==> src/rtl/i2c_seq_pkg.sv <==
// Shared types and constants for the I2C transmit byte sequencer.
package i2c_seq_pkg;

  localparam int   BITS_PER_BYTE = 8;
  localparam logic ACK_OK        = 1'b0;
  localparam logic ACK_NACK      = 1'b1;

  typedef enum logic [2:0] {
    ST_IDLE,
    ST_FETCH,
    ST_LOAD,
    ST_SEND,
    ST_ACK,
    ST_FINISH
  } seq_state_t;

endpackage

==> src/rtl/seq_down_counter.sv <==
// Loadable down-counter with zero flag; decrements saturate at zero.
module seq_down_counter #(
  parameter int CNT_W = 8
) (
  input  logic             clk,
  input  logic             n_rst,
  input  logic             load_i,
  input  logic [CNT_W-1:0] load_val_i,
  input  logic             dec_i,
  output logic [CNT_W-1:0] count_o,
  output logic             zero_o
);

  logic [CNT_W-1:0] count_q;

  always_ff @(posedge clk) begin
    if (!n_rst) begin
      count_q <= '0;
    end else if (load_i) begin
      count_q <= load_val_i;
    end else if (dec_i && (count_q != '0)) begin
      count_q <= count_q - CNT_W'(1);
    end
  end

  assign count_o = count_q;
  assign zero_o  = (count_q == '0);

endmodule

==> src/rtl/i2c_tx_byte_sequencer.sv <==
// Sequences multi-byte I2C transmits: fetch byte, load holding register,
// start the bit engine, count bit strobes, then act on the slave ACK.
module i2c_tx_byte_sequencer
  import i2c_seq_pkg::*;
#(
  parameter int DATA_W = BITS_PER_BYTE,
  parameter int CNT_W  = 8
) (
  input  logic              clk,
  input  logic              n_rst,
  input  logic              start,
  input  logic [CNT_W-1:0]  byte_count,
  input  logic              abort,
  input  logic [DATA_W-1:0] tx_data,
  input  logic              tx_valid,
  output logic              tx_ready,
  output logic [DATA_W-1:0] hold_data,
  output logic              hold_load,
  output logic              byte_start,
  input  logic              bit_done,
  input  logic              ack_valid,
  input  logic              ack_bit,
  output logic              busy,
  output logic              done,
  output logic              nack,
  output logic [CNT_W-1:0]  bytes_left
);

  localparam int             BCW      = (DATA_W > 1) ? $clog2(DATA_W) : 1;
  localparam logic [BCW-1:0] LAST_BIT = BCW'(DATA_W - 1);

  seq_state_t        state_q;
  logic [DATA_W-1:0] hold_data_q;
  logic              hold_load_q;
  logic              byte_start_q;
  logic              done_q;
  logic              busy_q;
  logic              nack_q;
  logic [BCW-1:0]    bit_cnt_q;

  logic              cnt_load;
  logic              cnt_dec;
  logic              cnt_zero;
  logic [CNT_W-1:0]  cnt_val;
  logic              bit_hit;
  logic              ack_last;

  always_comb begin
    cnt_load = (state_q == ST_IDLE) && start && (byte_count != '0);
    cnt_dec  = (state_q == ST_ACK) && !abort && ack_valid && (ack_bit == ACK_OK);
    // A strobe in the byte_start cycle belongs to the previous byte's timing.
    bit_hit  = (state_q == ST_SEND) && bit_done && !byte_start_q;
    ack_last = cnt_zero || (cnt_val == CNT_W'(1));
  end

  seq_down_counter #(
    .CNT_W (CNT_W)
  ) u_bytes_left (
    .clk        (clk),
    .n_rst      (n_rst),
    .load_i     (cnt_load),
    .load_val_i (byte_count),
    .dec_i      (cnt_dec),
    .count_o    (cnt_val),
    .zero_o     (cnt_zero)
  );

  always_ff @(posedge clk) begin
    if (!n_rst) begin
      state_q      <= ST_IDLE;
      hold_data_q  <= '0;
      hold_load_q  <= 1'b0;
      byte_start_q <= 1'b0;
      done_q       <= 1'b0;
      busy_q       <= 1'b0;
      nack_q       <= 1'b0;
      bit_cnt_q    <= '0;
    end else begin
      hold_load_q  <= 1'b0;
      byte_start_q <= 1'b0;
      done_q       <= 1'b0;
      if (abort && (state_q != ST_IDLE)) begin
        state_q   <= ST_IDLE;
        busy_q    <= 1'b0;
        bit_cnt_q <= '0;
      end else begin
        unique case (state_q)
          ST_IDLE: begin
            if (start) begin
              nack_q <= 1'b0;
              busy_q <= 1'b1;
              if (byte_count != '0) begin
                state_q <= ST_FETCH;
              end else begin
                state_q <= ST_FINISH;
                done_q  <= 1'b1;
              end
            end
          end
          ST_FETCH: begin
            if (tx_valid) begin
              hold_data_q <= tx_data;
              hold_load_q <= 1'b1;
              state_q     <= ST_LOAD;
            end
          end
          ST_LOAD: begin
            byte_start_q <= 1'b1;
            state_q      <= ST_SEND;
          end
          ST_SEND: begin
            if (bit_hit) begin
              if (bit_cnt_q == LAST_BIT) begin
                bit_cnt_q <= '0;
                state_q   <= ST_ACK;
              end else begin
                bit_cnt_q <= bit_cnt_q + BCW'(1);
              end
            end
          end
          ST_ACK: begin
            if (ack_valid) begin
              if (ack_bit == ACK_NACK) begin
                nack_q  <= 1'b1;
                state_q <= ST_FINISH;
                done_q  <= 1'b1;
              end else if (ack_last) begin
                state_q <= ST_FINISH;
                done_q  <= 1'b1;
              end else begin
                state_q <= ST_FETCH;
              end
            end
          end
          ST_FINISH: begin
            busy_q  <= 1'b0;
            state_q <= ST_IDLE;
          end
          default: begin
            busy_q  <= 1'b0;
            state_q <= ST_IDLE;
          end
        endcase
      end
    end
  end

  assign tx_ready   = (state_q == ST_FETCH);
  assign hold_data  = hold_data_q;
  assign hold_load  = hold_load_q;
  assign byte_start = byte_start_q;
  assign busy       = busy_q;
  assign done       = done_q;
  assign nack       = nack_q;
  assign bytes_left = cnt_val;

endmodule
==> config.mk <==
export PLATFORM = sky130hd
export DESIGN_NAME = i2c_tx_byte_sequencer
export DESIGN_NICKNAME = d
export VERILOG_FILES = /design/src/rtl/i2c_seq_pkg.sv /design/src/rtl/seq_down_counter.sv /design/src/rtl/i2c_tx_byte_sequencer.sv
export SDC_FILE = /design/constraint.sdc
export NUM_CORES = 1
export LEC_CHECK = 0
export CAP_MARGIN = 20
export CORE_UTILIZATION = 25
export DETAILED_ROUTE_END_ITERATION = 10
export DONT_BUFFER_PORTS = 1
export HOLD_SLACK_MARGIN = 0.06
export SYNTH_ARGS = -nofsm -noshare
export SYNTH_HDL_FRONTEND = slang
export SYNTH_HIERARCHICAL = 1
export SYNTH_SLANG_ARGS = --single-unit
==> constraint.sdc <==
create_clock -name clk -period 1.9 [get_ports clk]
set_input_delay 0.475 -clock clk [delete_from_list [all_inputs] [get_ports clk]]
set_output_delay 0.475 -clock clk [all_outputs]
set_load 0.05 [all_outputs]
== Yosys cells after proc, flatten, opt, wreduce, memory -nomap -nowiden ==
Index checks and enable logic that the tools add are counted.
Word-level totals
  register bits after elaboration: 27
  bits of input ports: 24
  output and inout bits: 22
  logic and storage cells: 81
Cells by class
  add/sub/neg operators: 2
  equal/unequal tests: 12
  multiplexer cells: 26
  bitwise operators: 5
  reductions and logical operators: 27
Operators by type and width (count)
  3-bit 2-to-1 mux: 9
  8-bit 2-to-1 mux: 2
  8-bit nonzero test: 2
  3-bit one-hot mux with 5 select lines: 1
  1-bit 2-to-1 mux: 11
  2-bit != test, second input constant: 5
  5-bit AND reduction: 2
  1-bit logical AND: 9
  8-bit by 1-bit == test with 1-bit output, second input constant: 1
  8-bit logical NOT: 1
  8-bit by 1-bit subtractor with 8-bit output, second input constant: 1
  3-bit by 2-bit == test with 1-bit output, second input constant: 2
  3-bit == test, second input constant: 2
  1-bit one-hot mux with 2 select lines: 3
  1-bit NOT: 5
  2-bit AND reduction: 2
  2-bit nonzero test: 2
  4-bit OR reduction: 1
  3-bit by 1-bit adder with 3-bit output, second input constant: 1
  3-bit by 1-bit == test with 1-bit output, second input constant: 1
  3-bit logical NOT: 1
  3-bit AND reduction: 1
  3-bit nonzero test: 1
  3-bit OR reduction: 1
  4 further kinds: 5

== Logic depth before layout (Yosys ltp) ==
  depth in word-level cells: 7
  depth in mapped cells: 10

== Hierarchy ==
Netlist, hierarchy kept.
Modules (own cells, without submodules)
  i2c_tx_byte_sequencer: times used 1, cells an instance 101, area each 935.9 µm², sequential area each 380.4 µm²
  seq_down_counter: times used 1, cells an instance 58, area each 508.0 µm², sequential area each 160.2 µm²

== Worst setup path before layout ==
No wires, ideal clock.
  path type: reg2reg
  from: register state_q[1]
  to: register u_bytes_left.count_q[7] (netlist: u_bytes_left/count_o[7])
  library setup time: 124 ps
  data arrival time: 1947 ps
  data required time: 1776 ps
  setup slack: -171 ps
  cell stages (with the launch flop): 9
  period minus slack after synthesis: 2071 ps
  path through: dfxtp_1 -> buf_6 -> nor2_1 -> nand4b_1 -> nor2_1 -> or3b_2 -> nor3_1 -> mux2i_1 -> a21oi_1
Between the ends
  cells in the longest elaborated chain, start to end: 6
Ends and longest elaborated chain
  from (decl): line i2c_tx_byte_sequencer.sv:32  | seq_state_t state_q;
  from (signal assigned): line i2c_tx_byte_sequencer.sv:70  | state_q <= ST_IDLE;
  from (signal assigned): line i2c_tx_byte_sequencer.sv:83  | state_q <= ST_IDLE;
  from (signal assigned): line i2c_tx_byte_sequencer.sv:93  | state_q <= ST_FETCH;
  3-bit == test: line i2c_tx_byte_sequencer.sv:50  | cnt_dec = (state_q == ST_ACK) && !abort && ack_valid && (ack_bit == ACK_OK);
  1-bit logical AND (3 in a row): line i2c_tx_byte_sequencer.sv:50
  named net cnt_dec: line i2c_tx_byte_sequencer.sv:42  | logic cnt_dec;
  1-bit logical AND: line seq_down_counter.sv:21  | end else if (dec_i && (count_q != '0)) begin
  2-bit nonzero test (no source line)
  to (signal assigned): line seq_down_counter.sv:20  | count_q <= load_val_i;
  to (signal assigned): line seq_down_counter.sv:22  | count_q <= count_q - CNT_W'(1);
  to (decl): line seq_down_counter.sv:14  | logic [CNT_W-1:0] count_q;
The timed path passes the listed nets, and every way through them passes these cells.
A chain may end at the register's enable or synchronous reset.

== Final worst setup path ==
  from: register u_bytes_left.count_q[2] (netlist: u_bytes_left/count_o[2])
  to: register u_bytes_left.count_q[0] (netlist: u_bytes_left/count_o[0])
Between the ends
  cells in the longest elaborated chain, start to end: 3
Ends and longest elaborated chain (line)
  8-bit nonzero test: seq_down_counter.sv:21
  1-bit logical AND: seq_down_counter.sv:21
  2-bit nonzero test (no source line)
Every way passes these cells.

==> qor.yml <==
clock_network:
  cts_inserted_buffers: 3
  cts_hold_fix_bufs: 0
  post_cts_buffers: 0
  htree_num_levels: 1
  clk_transition_reported_paths_ps: 100
  cts-root-to-sink-buffers: 2
  clk-insertion-delay-late_ps: 270
  tritoncts_clock_tree: "yes"
  cts_sinks: 27
  clk_root_buffer_cell: "sky130_fd_sc_hd__clkbuf_8"
global_routing:
  grt_pass1_wl_mm: 5.50
  grt_use_total_pct: 11.3
  groute.layer.met1.usage_pct: 13.1
  grt_pass1_vias: 1231
  grt_start_max_net_pins: 22
  globalRoute.busiestLayer: "met2"
  grt.overflow.total: 0
  globalRouteMet2Util_pct: 20.8
  global_route.usage.met3_pct: 3.29
  grt_antenna_before_repair: 0
setup_path:
  critical_path.max_stage_delay_ps: 550
  path_class: "reg -> reg"
  cp_max_fo: 5
  startpoint_type: "flop"
  crit_path_cell_chain: "or4_4 > o41ai_4 > buf_4 > xnor2_1 > o211a_1"
  slowest_cell_on_the_critical_path: "sky130_fd_sc_hd__or4_4"
  required_ps: 2070
  critPathCaptureType: "flop"
  ff2ff_setup_slack_ps: 90
  cp.arrival_ps: 1970
synthesis:
  synth_top_area_share_pct: 37.4
  commonest_cells_post_synth: "27 x sky130_fd_sc_hd__dfxtp_1, 17 x sky130_fd_sc_hd__nor2_1, 11 x sky130_fd_sc_hd__mux2i_1"
  post-synth-top-count-cell: "sky130_fd_sc_hd__dfxtp_1"
  yosys.area_share.adder_pct: 3.47
  synth_top_family_by_area: "simple AND/OR/NAND/NOR gates"
  number_of_synthesized_register_bits: 27
  synth.yosys.warnings: 6
  synth_simple_gate_area_share_pct: 28.7
  postSynthAreaPerCell_um2: 9.08
  netlist_area_before_placement_um2: 1440
  synth-edff-count: 0
  synth_cells: 159
  netlist.top_cell.by_area: "sky130_fd_sc_hd__dfxtp_1"
  synth_xor_area_share_pct: 1.82
  muxShareOfSynthArea_pct: 7.63
  synth.distinct_cells: 43
  synthesis.nets: 187
  ys_dominant_reg_cell: "sky130_fd_sc_hd__dfxtp_1"
  netlist_top_cells_area: "sky130_fd_sc_hd__dfxtp_1 37%, sky130_fd_sc_hd__mux2i_1 7.6%, sky130_fd_sc_hd__nor2_1 4.4%, sky130_fd_sc_hd__ha_1 3.5%, sky130_fd_sc_hd__nor2b_1 3.5%"
  synth-compound-area-share_pct: 16.6
  seq_area_frac_synth_pct: 37.4
  async_set_or_reset_flop_fraction_in_the_synthesized_netlist_pct: 0
die:
  initial_core_util_pct: 26.1
  design.die.area_um2: 6080
  die_x_um: 78.0
  core_region_area_um2: 5540
  design.portCount: 46
  row_count: 27
  die_height_um: 78.0
power_and_ir_drop:
  power.density_cell_area_nw_per_um2: 795
  internal_power_mw: 0.911
  p_leak_nw: 0.713
  vdd_ir_drop_max_mv: 0.379
  combinational_power_share_pct: 27.9
  p_clk_share_pct: 23.9
  power.net_switching_mw: 0.481
  seq_power_share_pct: 48.3
  power_switching_share_pct: 34.6
final_layout:
  filler_cell_count: 592
  final_nets: 208
  filler_free_cell_count_of_the_finished_design: 251
  area.growth.synth_to_final_pct: 21.2
  final_core_util_pct: 31.6
  layout.cell_area.non_filler_um2: 1750
  layout_cells_sized_above_1_pct: 27.9
  antenna_cells: 0
worst_hold_path:
  hold_path_class: "in -> reg"
sta:
  achievable-frequency_ghz: 0.553
  skew_ps: 3.60
  layout_worst_path_cycle_share_pct: 95.1
  timing.final.setup_violations: 0
  slew_violations: 0
  fin_setup_tns_ps: 0
  rsz_0062_raised_after_global_routing: "no"
  final.setup.worst_slack_ps: 92.8
  maxSlewHeadroom_pct: 63.1
  worst_slew_pin_tran_ps: 552
  finalHoldViolCount: 0
  period_needed_ps: 1810
place:
  dp_hpwl_mm: 2.62
  post_dp_cell_area_um2: 1700
  dp_cells: 247
  buffer_ports.inserted: 0
  place_ws_ps: -18.0
  routabilityCongestion: 0.807
detailed_routing:
  wl_mm: 3.33
  routedWlPerCell_um: 13.3
  routed-via-count: 1201
  drt_iter0_markers: 25
  firstDrtPassIters: 4
  route.detailed.vias_per_inst: 4.78
  drcViolationCount: 0
  number_of_routed_nets_with_antenna_violations: 0
outcome:
  run_status: "finished clean"
flow_run:
  timing.max_cap.violations: 0
-- cell type report --
type / instances / area (µm²) / share of cell area, %
tap: 72 / 90.1 / 5.15
multi-input combinational: 120 / 876 / 50.0
inverter: 5 / 18.8 / 1.07
timing repair buffer: 23 / 173 / 9.86
clock buffer: 4 / 45.0 / 2.57
sequential: 27 / 548 / 31.3
-- power by group through the flow --
stage / logic, mW / clock network [mW] / registers [mW]
after floorplan: 0.219 / 0 / 0.744
after global placement: 0.382 / 0 / 0.684
after detailed placement: 0.383 / 0 / 0.683
after CTS: 0.385 / 0.357 / 0.671
after global routing: 0.420 / 0.383 / 0.677
final: 0.388 / 0.332 / 0.672
-- sequential cells by signal, indices dropped and copies added, names as in the netlist --
| register | cells |
|---|---|
| byte_start | 1 |
| hold_load | 1 |
| busy | 1 |
| nack | 1 |
| state_q | 3 |
| done | 1 |
| bit_cnt_q | 3 |
| u_bytes_left/count_o | 8 |
| hold_data | 8 |
-- cells in the final DEF, fill, tap and decap left out, drive strengths merged, types with 3 or more instances in the layout --
cell / n
or4: 7
nor2b: 8
inv: 5
nand2b: 3
buf: 23
clkbuf: 4
ha: 4
a21oi: 8
nand3b: 4
xnor2: 3
o21ai: 8
o31ai: 4
a211oi: 3
nor3b: 4
nor2: 18
dfxtp: 27
mux2i: 11
nand2: 11
-- what timing repair did --
action / in CTS / in global routing
hold endpoints to repair: 0 / 0
resized for setup: 0 / 4
endpoints found under the setup margin: 0 / 6
-- metal layers --
layer	share of wire (%)	wire length (µm)	up-vias
met4	0.45	15	0
met5	0	0	-
met3	6.1	204	2
li1	-	-	613
met2	48	1590	34
met1	46	1530	552
-- path summary, 6_finish.rpt --
kind,from,end,cells after the start
setup / recovery,u_bytes_left/count_o[2]$_SDFFE_PN0P_,u_bytes_left/count_o[0]$_SDFFE_PN0P_,5
hold / removal,n_rst,hold_data[7]$_SDFFE_PN0P_,1
setup reg to reg,u_bytes_left/count_o[2]$_SDFFE_PN0P_,u_bytes_left/count_o[0]$_SDFFE_PN0P_,5
hold reg to reg,bit_cnt_q[1]$_SDFFE_PP0P_,bit_cnt_q[1]$_SDFFE_PP0P_,2
-- worst max-delay path: cells and delay by family (launching register included) --
family	cells	cell delay [ps]
compound gates	2	540
xor+xnor	1	60
buf+inv	1	210
flops	1	330
simple gates	1	550
-- logic make-up (layout without fill, tap and decap cells) --
group	count (synthesis)	after routing
buf+inv	12	32
mux	11	11
simple gates	70	70
xor+xnor	3	3
fa+ha+maj	4	4
flops	27	27
compound gates	32	32
-- metrics by stage --
step	power [mW]	hold slack (ps)
floorplan	0.962	465
global placement	1.07	483
detailed placement	1.07	495
CTS	1.41	313
global route	1.48	304
finish	1.39	329
Note: power is estimated with default switching activity, not from simulation.
